==> config.mk <==
export PLATFORM = sky130hd
export DESIGN_NAME = serial_subtractor_8_bits
export DESIGN_NICKNAME = d
export VERILOG_FILES = /design/src/rtl/serial_subtractor_8_bits.sv
export SDC_FILE = /design/constraint.sdc
export NUM_CORES = 1
export LEC_CHECK = 0
export BUFFER_PORTS_ARGS = -buffer_cell sky130_fd_sc_hd__buf_2
export CORE_MARGIN = 2
export CORE_UTILIZATION = 58
export DETAILED_ROUTE_END_ITERATION = 12
export PLACE_DENSITY = 0.94
export SLEW_MARGIN = 20
export SYNTH_ARGS = -nofsm -noshare
export SYNTH_HDL_FRONTEND = slang
export SYNTH_SLANG_ARGS = --single-unit
==> constraint.sdc <==
create_clock -name CLK -period 2.8 [get_ports CLK]
set_input_delay 0.56 -clock CLK [delete_from_list [all_inputs] [get_ports CLK]]
set_output_delay 0.56 -clock CLK [all_outputs]
set_load 0.05 [all_outputs]
==> src/rtl/serial_subtractor_8_bits.sv <==
// Bit-serial subtractor: latches A, B and BIN on START, then resolves one
// difference bit per clock (LSB first) and publishes D, BOUT and V together.
module serial_subtractor_8_bits #(
  parameter int WIDTH = 8
) (
  input  logic             CLK,
  input  logic             RST,
  input  logic             START,
  input  logic             BIN,
  input  logic [WIDTH-1:0] A,
  input  logic [WIDTH-1:0] B,
  output logic [WIDTH-1:0] D,
  output logic             BOUT,
  output logic             V,
  output logic             BUSY,
  output logic             DONE
);

  localparam int CNT_W = (WIDTH > 1) ? $clog2(WIDTH) : 1;
  localparam logic [CNT_W-1:0] LAST = CNT_W'(WIDTH - 1);

  typedef enum logic [1:0] {
    IDLE   = 2'd0,
    RUN    = 2'd1,
    FINISH = 2'd2
  } state_t;

  state_t           state;
  logic [WIDTH-1:0] a_sr;
  logic [WIDTH-1:0] b_sr;
  logic [WIDTH-1:0] d_sr;
  logic [CNT_W-1:0] count;
  logic             br;

  logic             a_bit;
  logic             b_bit;
  logic             d_bit;
  logic             br_next;
  logic [WIDTH-1:0] d_next;

  // One full-subtractor slice acting on the current LSBs of the operand shifters.
  assign a_bit   = a_sr[0];
  assign b_bit   = b_sr[0];
  assign d_bit   = a_bit ^ b_bit ^ br;
  assign br_next = (~a_bit & b_bit) | (~(a_bit ^ b_bit) & br);
  assign d_next  = {d_bit, d_sr[WIDTH-1:1]};

  // Partial differences stay in d_sr; D only changes when the final bit lands.
  always_ff @(posedge CLK) begin
    if (RST) begin
      state <= IDLE;
      a_sr  <= '0;
      b_sr  <= '0;
      d_sr  <= '0;
      count <= '0;
      br    <= 1'b0;
      D     <= '0;
      BOUT  <= 1'b0;
      V     <= 1'b0;
      BUSY  <= 1'b0;
      DONE  <= 1'b0;
    end else begin
      DONE <= 1'b0;
      case (state)
        IDLE: begin
          if (START) begin
            a_sr  <= A;
            b_sr  <= B;
            br    <= BIN;
            d_sr  <= '0;
            count <= '0;
            BUSY  <= 1'b1;
            state <= RUN;
          end
        end
        RUN: begin
          a_sr  <= a_sr >> 1;
          b_sr  <= b_sr >> 1;
          d_sr  <= d_next;
          br    <= br_next;
          count <= count + 1'b1;
          if (count == LAST) begin
            // br is the borrow into the MSB, br_next the borrow out of it.
            D     <= d_next;
            BOUT  <= br_next;
            V     <= br ^ br_next;
            DONE  <= 1'b1;
            state <= FINISH;
          end
        end
        FINISH: begin
          BUSY  <= 1'b0;
          state <= IDLE;
        end
        default: begin
          BUSY  <= 1'b0;
          state <= IDLE;
        end
      endcase
    end
  end

endmodule

* Yosys cells after proc, flatten, opt, wreduce, memory -nomap -nowiden *
Index checks and enable logic that the tools add are counted.

cells by class
  $add $sub $neg = 1
  equal/unequal tests = 4
  muxes and demuxes = 16
  bitwise gates (word level) = 9
  reductions and logical operators = 7

operators with widths
  kind                                                  count
  one-hot mux 8 bit (2 select lines)                    3
  two-way mux 8 bit                                     3
  AND reduction 2 bit                                   4
  one-hot mux 3 bit (2 select lines)                    1
  two-way mux 2 bit                                     2
  inequality test 2 bit (second input constant)         2
  one-hot mux 1 bit (2 select lines)                    2
  one-hot mux 2 bit (2 select lines)                    1
  adder 3 x 1 -> 3 bit (second input constant)          1
  equality test 3 bit (second input constant)           1
  two-way mux 1 bit                                     3
  two-way mux 3 bit                                     1
  NOT 1 bit                                             3
  XOR 1 bit                                             3
  bitwise AND 1 bit                                     2
  equality test 2 x 1 -> 1 bit (second input constant)  1
  logical NOT 2 bit                                     1
  nonzero test 2 bit                                    1
  OR reduction 2 bit                                    1
  OR 1 bit                                              1

word-level totals
  bits in registers = 42
  input bits = 20
  output and inout port bits = 12
  logic and storage cells = 48

* Depth between registers and ports, before layout *
Gate-level depths: netlist of the first run.

  depth in word-level cells = 5
  depth in mapped cells = 6
  gate-level depth less buffers = 5

* Least setup slack after synthesis of the first run *
Ideal clock, no wire load.

  path kind = flip-flop to flip-flop
  from = register count[0]
  to = register BOUT
  setup time = 86 ps
  arrival time = 1221 ps
  required time = 2714 ps
  path slack = 1493 ps
  stages on the path, launching flop included = 6
  path buffers = 1
  clock period less this slack = 1307 ps
  path through = dfxtp_1 -> ha_1 -> ha_1 -> and3b_1 -> buf_2 -> a211oi_1

between the ends
  word-level cells in the longest chain between the ends = 2

ends and longest elaborated chain
  what                                  RTL line  text
  start, declared                       32        logic [CNT_W-1:0] count;
  start signal, assigned                81        count <= count + 1'b1;
  equality test 3 bit                   82        if (count == LAST) begin
  AND reduction 2 bit (no source line)  --
  end signal, assigned                  85        BOUT <= br_next;
  end, declared                         13        output logic BOUT,

No other way between the ends.
A chain may end at the register's enable or synchronous reset.

* Worst setup path in the final report of the first run *
  from = register state[0]
  to = register br

between the ends
  word-level cells in the longest chain between the ends = 3
  elaborated cells on any way between the ends = 6
  classes of those cells = 2 x eq/ne; 1 x mux; 3 x reduce/logical

ends and longest elaborated chain
  what                                                                          RTL line  text
  start, declared                                                               28        state_t state;
  start signal, assigned                                                        51        state <= IDLE;
  start signal, assigned                                                        73        state <= RUN;
  start signal, assigned                                                        88        state <= FINISH;
  equality test 2 x 1 -> 1 bit or logical NOT 2 bit (tied branches)             64        case (state)
  nonzero test 2 bit (no source line) or inequality test 2 bit (tied branches)  --
  AND reduction 2 bit (no source line)                                          --
  end signal, assigned                                                          80        br <= br_next;
  end, declared                                                                 33        logic br;

Several ways; a longest one is shown, not always the timed one.

==> reports/qor.yml, run 1 <==
hpwl_mm: 2.09
wirelength_mm: 3.00
async_reset_ff_frac: 0
grt_max_degree: 42
synth.area.mux_share: 0.0831
worst_pin_slew_ns: 0.798
cp.required_ns: 3.03
fp.dieH_um: 57.9
grt_use_total: 0.202
critPathMaxStageDelay_ns: 0.58
start_util: 0.611
portBuffers: 31
yosysTopAreaCell: "dfxtp_1"
die_area_mm2: 0.00335
whs_ns: 0.459
final-instance-count-excl-fill: 230
crit_path_end_kind: "register"
mappedNetlistArea_mm2: 0.00169
worstSetupPathType: "register to register"
period_needed_ns: 1.87
whs_path_depth: 2
worstSetupPathDepth: 4
fin_ws_ns: 0.927
antennaDiodeCount: 0
synthMostInstantiatedCell: "dfxtp_1"
met1_usage: 0.246
critPathBufInv: 1
status: "finished, final reports clean"
drive_gt1_frac: 0.251
synth_fa_ha_area_frac: 0.0267
synth_top_family_by_area: "compound AO/OA/AOI/OAI gates"
timing.slew.headroom: 0.467
clkLatencyLatePin_ns: 0.34
max_freq_ghz: 0.534
numCtsBuffers: 5
yosys-top-cells-area: "dfxtp_1 49%, mux2i_1 8.3%, a211oi_2 7.4%"
slowest_stage: "dfxtp_1"
synth_top_area_share: 0.487
cts_max_level: 2
cap_violations: 0
yosys.area_share.simple: 0.142
top_usage_layer: "met2"
finalClockSkew_ns: 0.00404
crit_fanout: 30
first_pass_iters: 5
leakagePower_nw: 0.755
crit_path_start_kind: "register"
post-route-period-util: 0.669
hold_viol: 0
dp.cells: 222
design_area_mm2: 0.00185
synthesis.nets: 195
root_buffer: "clkbuf_4"
cp.arrival_ns: 2.10
cp_cell_sequence: "buf_4, o21ba_4, nor2_1, a2111oi_0"
synthToLayoutAreaGrowth_pct: 9.95
gp_congestion: 0.767
via_count: 1262
num_rows: 19
synth_compound_area_frac: 0.199
viasPerCell: 5.49
p_per_area_mw_per_mm2: 565
antenna_left: 0
total_power_mw: 1.05
cts_setup_buffers: 0
ys_seq_elements: 41
cts_tree: "built"
rsz0062_at_grt: "false"
clkSinkCount: 41
antenna_found_initial: 0
grt_use_met3: 0.0692
pre_cts_ws_ns: 0.991
post-route-drc-count: 0
postSynthCellCount: 172
routedWlPerCell_um: 13.0
synth_area_per_cell_um2: 9.80
clk_pin_slew_ns: 0.11
use_met2: 0.330
pin_count: 32
dpl-instance-area_mm2: 0.00180
synth_edf_count: 0
synth_ff_type: "dfxtp_1"
maxSlewViolCount: 0
ir_worst_vdd_uv: 494
synth.distinct_cells: 25
cp_top_family: "compound AO/OA/AOI/OAI gates"
ys_seq_area_frac: 0.487
postLayoutCoreUtil: 0.672
ctsHoldBuffers: 0
cts_resized: 0
setup_tns_ns: 0
yosys_warnings: 0
die_w_um: 57.9
drt_iter0_markers: 28
synth_xor_area_frac: 0.00520
synthTopCellsByCount: "41 x dfxtp_1, 31 x nor2_1, 18 x nand2_1"
setup_viol: 0
final_net_count: 221
clockBufferDepth: 2
r2r_cells: 4
core_mm2: 0.00276
grt.overflow.total: 0
hp-class: "register to register"
grt_pass1_wl_mm: 5.14
first_global_vias: 1214
==> state kept, by name, summed over array words and instances, names as in the netlist <==
name / count
D: 8
a_sr: 8
b_sr: 8
d_sr: 7
count: 3
state: 2
BOUT: 1
BUSY: 1
DONE: 1
V: 1
br: 1
==> logic make-up (layout without fill, tap and decap cells) <==
logic type | after synthesis | count (layout)
multiplexers | 14 | 14
buffers and inverters | 16 | 43
XOR/XNOR | 1 | 1
AND/OR/NAND/NOR | 57 | 57
AO/OA/AOI/OAI | 40 | 40
adder cells (fa/ha/maj) | 3 | 3
flip-flops | 41 | 41
==> per-layer routing <==
metal / wire (um) / vias to the layer above / share of wire
li1: - / 651 / -
met1: 1370 / 580 / 0.46
met2: 1450 / 25 / 0.48
met3: 135 / 6 / 0.045
met4: 41 / 0 / 0.014
met5: 0 / - / 0
==> final cells by class <==
cell class	instances	area, um^2
clock buffer	6	41.3
clock inverter	2	10.0
fill	219	905
inverter	3	11.3
multi-input combinational	115	768
sequential	41	821
tap	31	38.8
timing repair buffer	32	163
==> report_power, final <==
group	switching, mW	internal, mW	total, mW
clock network	0.182	0.0958	0.278
logic	0.0772	0.0599	0.137
registers	0.0201	0.611	0.631
==> worst paths after layout <==
kind,start,endpoint,slack (ns)
worst min-delay path,D[5],D[5],0.46
worst max register to register,state[0],br,0.93
worst min register to register,D[5],D[5],0.46
worst max-delay path,state[0],br,0.93
==> worst reg2reg max path: cells and delay by family, from the launching register on <==
kind	cells	cell delay (ns)
AND/OR/NAND/NOR	1	0.09
flip-flops	1	0.58
AO/OA/AOI/OAI	2	0.79
buffers and inverters	1	0.32
==> placed cells by master, fill, tap and decap left out <==
| cell | instances |
|---|---|
| a2111oi_0 | 1 |
| a211oi_1 | 6 |
| a211oi_2 | 10 |
| a21oi_1 | 10 |
| a22oi_1 | 11 |
| and3b_1 | 1 |
| buf_2 | 31 |
| buf_4 | 1 |
| clkbuf_1 | 1 |
| clkbuf_4 | 5 |
| clkinv_2 | 2 |
| dfxtp_1 | 41 |
| fa_1 | 1 |
| ha_1 | 2 |
| inv_1 | 3 |
| mux2i_1 | 14 |
| nand2_1 | 18 |
| nand3b_1 | 1 |
| nor2_1 | 31 |
| nor2b_1 | 2 |
| nor3_1 | 2 |
| nor3b_1 | 1 |
| nor4b_1 | 1 |
| o21ba_4 | 1 |
| o21bai_1 | 1 |
| xnor2_1 | 1 |
(Power assumes the default switching activity.)
==> inputs of run 2 (changes only) <==
- CORE_UTILIZATION: 58 -> 53
- PLACE_DENSITY: 0.94 -> 0.88
- clock period: 2.8 -> 1.95 ns (I/O delays scaled with it)
==> run 2 against run 1 <==
  * Largest cell class unchanged
  * Clock skew up 0.0072 ns
  * Wire length grew 1.1%
  * Worst hold slack lost 0.18 ns
  * Die area grew 8.8%
  * Critical path depth decreased by 1
  * Sequential share of layout area down 1.9 points
  * Cell count grew 6.5%
==> reports/qor.yml, run 2 (synthesis results as in run 1) <==
status: "finished, final reports clean"
setup_tns_ns: 0
gp_congestion: 0.730
crit_path_end_kind: "register"
antenna_found_initial: 0
worstSetupPathType: "register to register"
clkLatencyLatePin_ns: 0.36
p_per_area_mw_per_mm2: 921
pwr-share-seq: 0.508
min_from: "A[7]"
dp.cells: 237
final_common_cell: "dfxtp_1"
maxSlewViolCount: 0
start_util: 0.557
cp.required_ns: 2.19
grt_use_total: 0.182
ir_worst_vdd_uv: 491
cp_top_family: "compound AO/OA/AOI/OAI gates"
ctsHoldBuffers: 0
design_area_mm2: 0.00194
routedWlPerCell_um: 12.4
hold_viol: 0
pre_cts_ws_ns: 0.388
final_net_count: 223
rsz0062_at_grt: "false"
cp.arrival_ns: 1.79
synthToLayoutAreaGrowth_pct: 14.8
cts_tree: "built"
portBuffers: 31
whs_ns: 0.278
via_count: 1256
numCtsBuffers: 5
cts_max_level: 2
worst_pin_slew_ns: 0.798
grt.overflow.total: 0
layout_common_cells: "41 x dfxtp_1, 31 x nor2_1, 31 x buf_2, 18 x nand2_1, 14 x mux2i_1"
timing.slew.headroom: 0.468
r2r_start: "state[0]"
max_freq_ghz: 0.647
postLayoutCoreUtil: 0.639
cts_resized: 0
largest_registers: "D x8, a_sr x8, b_sr x8"
critPathMaxStageDelay_ns: 0.51
cp_cell_sequence: "o21ba_4, nor2_1, a2111oi_0"
first_global_vias: 1099
num_rows: 20
root_buffer: "clkbuf_4"
cts_setup_buffers: 0
drt_iter0_markers: 30
cap_violations: 0
finalClockSkew_ns: 0.0112
antennaDiodeCount: 0
fp.dieH_um: 60.4
post-route-period-util: 0.793
netSwitchingFraction: 0.235
clk_pin_slew_ns: 0.13
r2r_cells: 3
hpwl_mm: 2.04
cp-startpoint: "state[0]"
pin_count: 32
die_w_um: 60.4
slowest_stage: "dfxtp_1"
dpl-instance-area_mm2: 0.00183
whs_path_depth: 3
crit_fanout: 30
final-instance-count-excl-fill: 245
core_mm2: 0.00303
total_power_mw: 1.78
period_needed_ns: 1.55
leakagePower_nw: 0.788
internal_power_mw: 1.37
clkSinkCount: 41
p_clk_frac: 0.378
die_area_mm2: 0.00365
clockBufferDepth: 2
fin_ws_ns: 0.404
hp-class: "input pin to register"
worstSetupPathDepth: 3
crit_path_start_kind: "register"
first_pass_iters: 4
critPathBufInv: 0
combPwrFrac: 0.114
drive_gt1_frac: 0.264
grt_pass1_wl_mm: 4.86
grt_max_degree: 42
wirelength_mm: 3.03
switchingPower_uw: 418
viasPerCell: 5.13
antenna_left: 0
setup_viol: 0
post-route-drc-count: 0
run 2: cell count changes in the layout (fill, tap and decap cells not counted):
cell	change
buf_4	+2
bufinv_16	+2
clkbuf_1	-1
clkinv_2	-1
run 2: routing by layer:
layer / GRT usage / vias to the layer above / wire length (um)
li1: - / 652 / -
met1: 0.225 / 574 / 1390
met2: 0.290 / 23 / 1480
met3: 0.0576 / 7 / 117
met4: 0.0857 / 0 / 43
met5: 0 / - / 0
run 2: layout make-up:
type | instances | area (um^2)
Fill cell | 241 | 1090
Sequential cell | 41 | 821
Multi-Input combinational cell | 115 | 768
Timing Repair Buffer | 34 | 178
Clock inverter | 3 | 65.1
Tap cell | 44 | 55.1
Clock buffer | 5 | 37.5
Inverter | 3 | 11.3
run 2: path summary, 6_finish.rpt:
kind,end,slack (ns)
min reg2reg,D[2],0.46
min,a_sr[7],0.28
max reg2reg,br,0.40
max,br,0.40
run 2: worst register-to-register path: stages, from the launching register on:
cell	delay [ns]
dfxtp_1	0.51
o21ba_4	0.45
nor2_1	0.08
a2111oi_0	0.38
run 2: power by group through the flow:
stage | Clock, mW | Sequential (mW) | Combinational (mW)
floorplan | 0 | 0.922 | 0.163
global placement | 0 | 0.921 | 0.199
detailed placement | 0 | 0.924 | 0.205
CTS | 0.680 | 0.906 | 0.206
global route | 0.715 | 0.911 | 0.227
finish | 0.675 | 0.905 | 0.203
==> inputs of run 3 (changes only) <==
- clock period: 1.95 -> 1.5 ns (I/O delays scaled with it)
==> run 3 against run 2 <==
  * Largest cell class unchanged
  * Via count up 3.3%
  * Worst hold slack worse by 0.057 ns
  * Sequential power increased by 29%
  * Maximum frequency is 14% higher
  * Power rose by 13%
  * Die area unchanged
  * Combinational power up 44%
  * Count of clock-buffer cells in the layout rose by 2
  * Worst setup slack got worse by 0.26 ns
  * Highest routed layer unchanged
  * Cell area rose by 1.0%
  * Sequential share of layout area down 0.43 points
  * Flip-flop and latch count unchanged
==> reports/qor.yml, run 3 (synthesis results as in run 1) <==
hp-class: "input pin to register"
drive_gt1_frac: 0.283
synthToLayoutAreaGrowth_pct: 16.0
dpl-instance-area_mm2: 0.00189
wirelength_mm: 3.10
timing.slew.headroom: 0.697
multi_input_area_um2: 773
die_area_mm2: 0.00365
whs_ns: 0.221
r2r_start: "count[0]"
setup_tns_ns: 0
fill_cells: 238
cap_violations: 0
drt_iter0_markers: 56
numCtsBuffers: 5
pin_count: 32
setup_viol: 0
period_needed_ns: 1.36
whs_path_depth: 3
grt_use_total: 0.187
via_count: 1298
portBuffers: 31
leakagePower_nw: 0.801
hold_end: "a_sr[7]"
cts_tree: "built"
start_util: 0.557
first_global_vias: 1200
ff_latch_area_um2: 821
routedWlPerCell_um: 12.4
rrSetupSlack_ns: 0.14
p_clk_frac: 0.273
final_common_cell: "dfxtp_1"
cts_max_level: 2
worstSetupPathType: "register to register"
post-route-drc-count: 0
crit_fanout: 11
crit_path_start_kind: "register"
postLayoutCoreUtil: 0.646
cp.arrival_ns: 1.62
r2r_cells: 5
antenna_found_initial: 0
grt_pass1_wl_mm: 5.08
antennaDiodeCount: 0
crit_path_end_kind: "register"
hpwl_mm: 2.15
clkSinkCount: 41
grt_max_degree: 21
hold_viol: 0
finalClockSkew_ns: 0.0130
clkLatencyLatePin_ns: 0.35
fp.dieH_um: 60.4
r2r_end: "BOUT"
die_w_um: 60.4
num_rows: 20
clockBufferDepth: 2
max_freq_ghz: 0.737
status: "finished, final reports clean"
internal_power_mw: 1.50
ctsHoldBuffers: 0
gp_congestion: 0.746
antenna_left: 0
p_per_area_mw_per_mm2: 1030
pwr-share-seq: 0.582
worst_pin_slew_ns: 0.454
min_from: "A[7]"
first_pass_iters: 4
switchingPower_uw: 519
final_net_count: 228
ir_worst_vdd_uv: 588
combPwrFrac: 0.145
layout_common_cells: "41 x dfxtp_1, 31 x nor2_1, 31 x buf_2, 18 x nand2_1, 14 x mux2i_1"
root_buffer: "clkbuf_4"
clk_pin_slew_ns: 0.11
design_area_mm2: 0.00196
post-route-period-util: 0.904
largest_registers: "D x8, a_sr x8, b_sr x8"
grt.overflow.total: 0
cp.required_ns: 1.76
netSwitchingFraction: 0.257
rsz0062_at_grt: "false"
maxSlewViolCount: 0
core_mm2: 0.00303
viasPerCell: 5.21
run 3: cell count changes in the layout (fill, tap and decap cells not counted), sizes merged:
| cell | before | now |
|---|---|---|
| clkinv | 1 | 0 |
| buf | 34 | 39 |
| clkbuf | 5 | 7 |
| bufinv | 2 | 0 |
run 3: worst max-delay path by stage:
stage	to	cells past startpoint	from
floorplan	BOUT	5	count[0]
global placement	BOUT	5	count[0]
detailed placement	BOUT	5	count[0]
CTS	BOUT	5	count[0]
global route	br	3	br
finish	BOUT	5	count[0]
run 3: layer usage:
layer	part of all wire	track usage	vias to the layer above
met5	0	0	-
met4	0.018	0.0984	0
met3	0.040	0.0405	6
met2	0.48	0.309	24
met1	0.46	0.229	600
li1	-	-	668
run 3: through the flow:
step / power [mW] / std cells / setup slack (ns)
finish: 2.02 / 249 / 0.144
global route: 2.11 / 249 / 0.0274
CTS: 2.03 / 248 / 0.0138
detailed placement: 1.49 / 241 / 0.0266
global placement: 1.47 / 241 / 0.0903
floorplan: 1.41 / 172 / 0.193
run 3: cell type report:
| type | count | area share |
|---|---|---|
| clock buffer | 7 | 0.0282 |
| inverter | 3 | 0.00576 |
| multi-input combinational | 115 | 0.395 |
| sequential | 41 | 0.420 |
| tap | 44 | 0.0282 |
| timing repair buffer | 39 | 0.123 |
run 3: critical path: stages (launching register included):
cell,delay [ns]
dfxtp_1,0.36
ha_1,0.15
ha_1,0.18
and3b_2,0.33
nor2_1,0.06
a211oi_1,0.19
run 3: power groups by stage:
stage / clock network [mW] / registers [mW] / logic (mW)
2_1_floorplan: 0 / 1.20 / 0.212
3_3_place_gp: 0 / 1.20 / 0.279
3_5_place_dp: 0 / 1.20 / 0.290
4_1_cts: 0.561 / 1.17 / 0.292
5_1_grt: 0.610 / 1.18 / 0.320
6_report: 0.551 / 1.17 / 0.293
run 3: timing repair:
item	CTS	global route
setup buffers	0	1
endpoints found under the setup margin	0	17
resized for setup	0	2
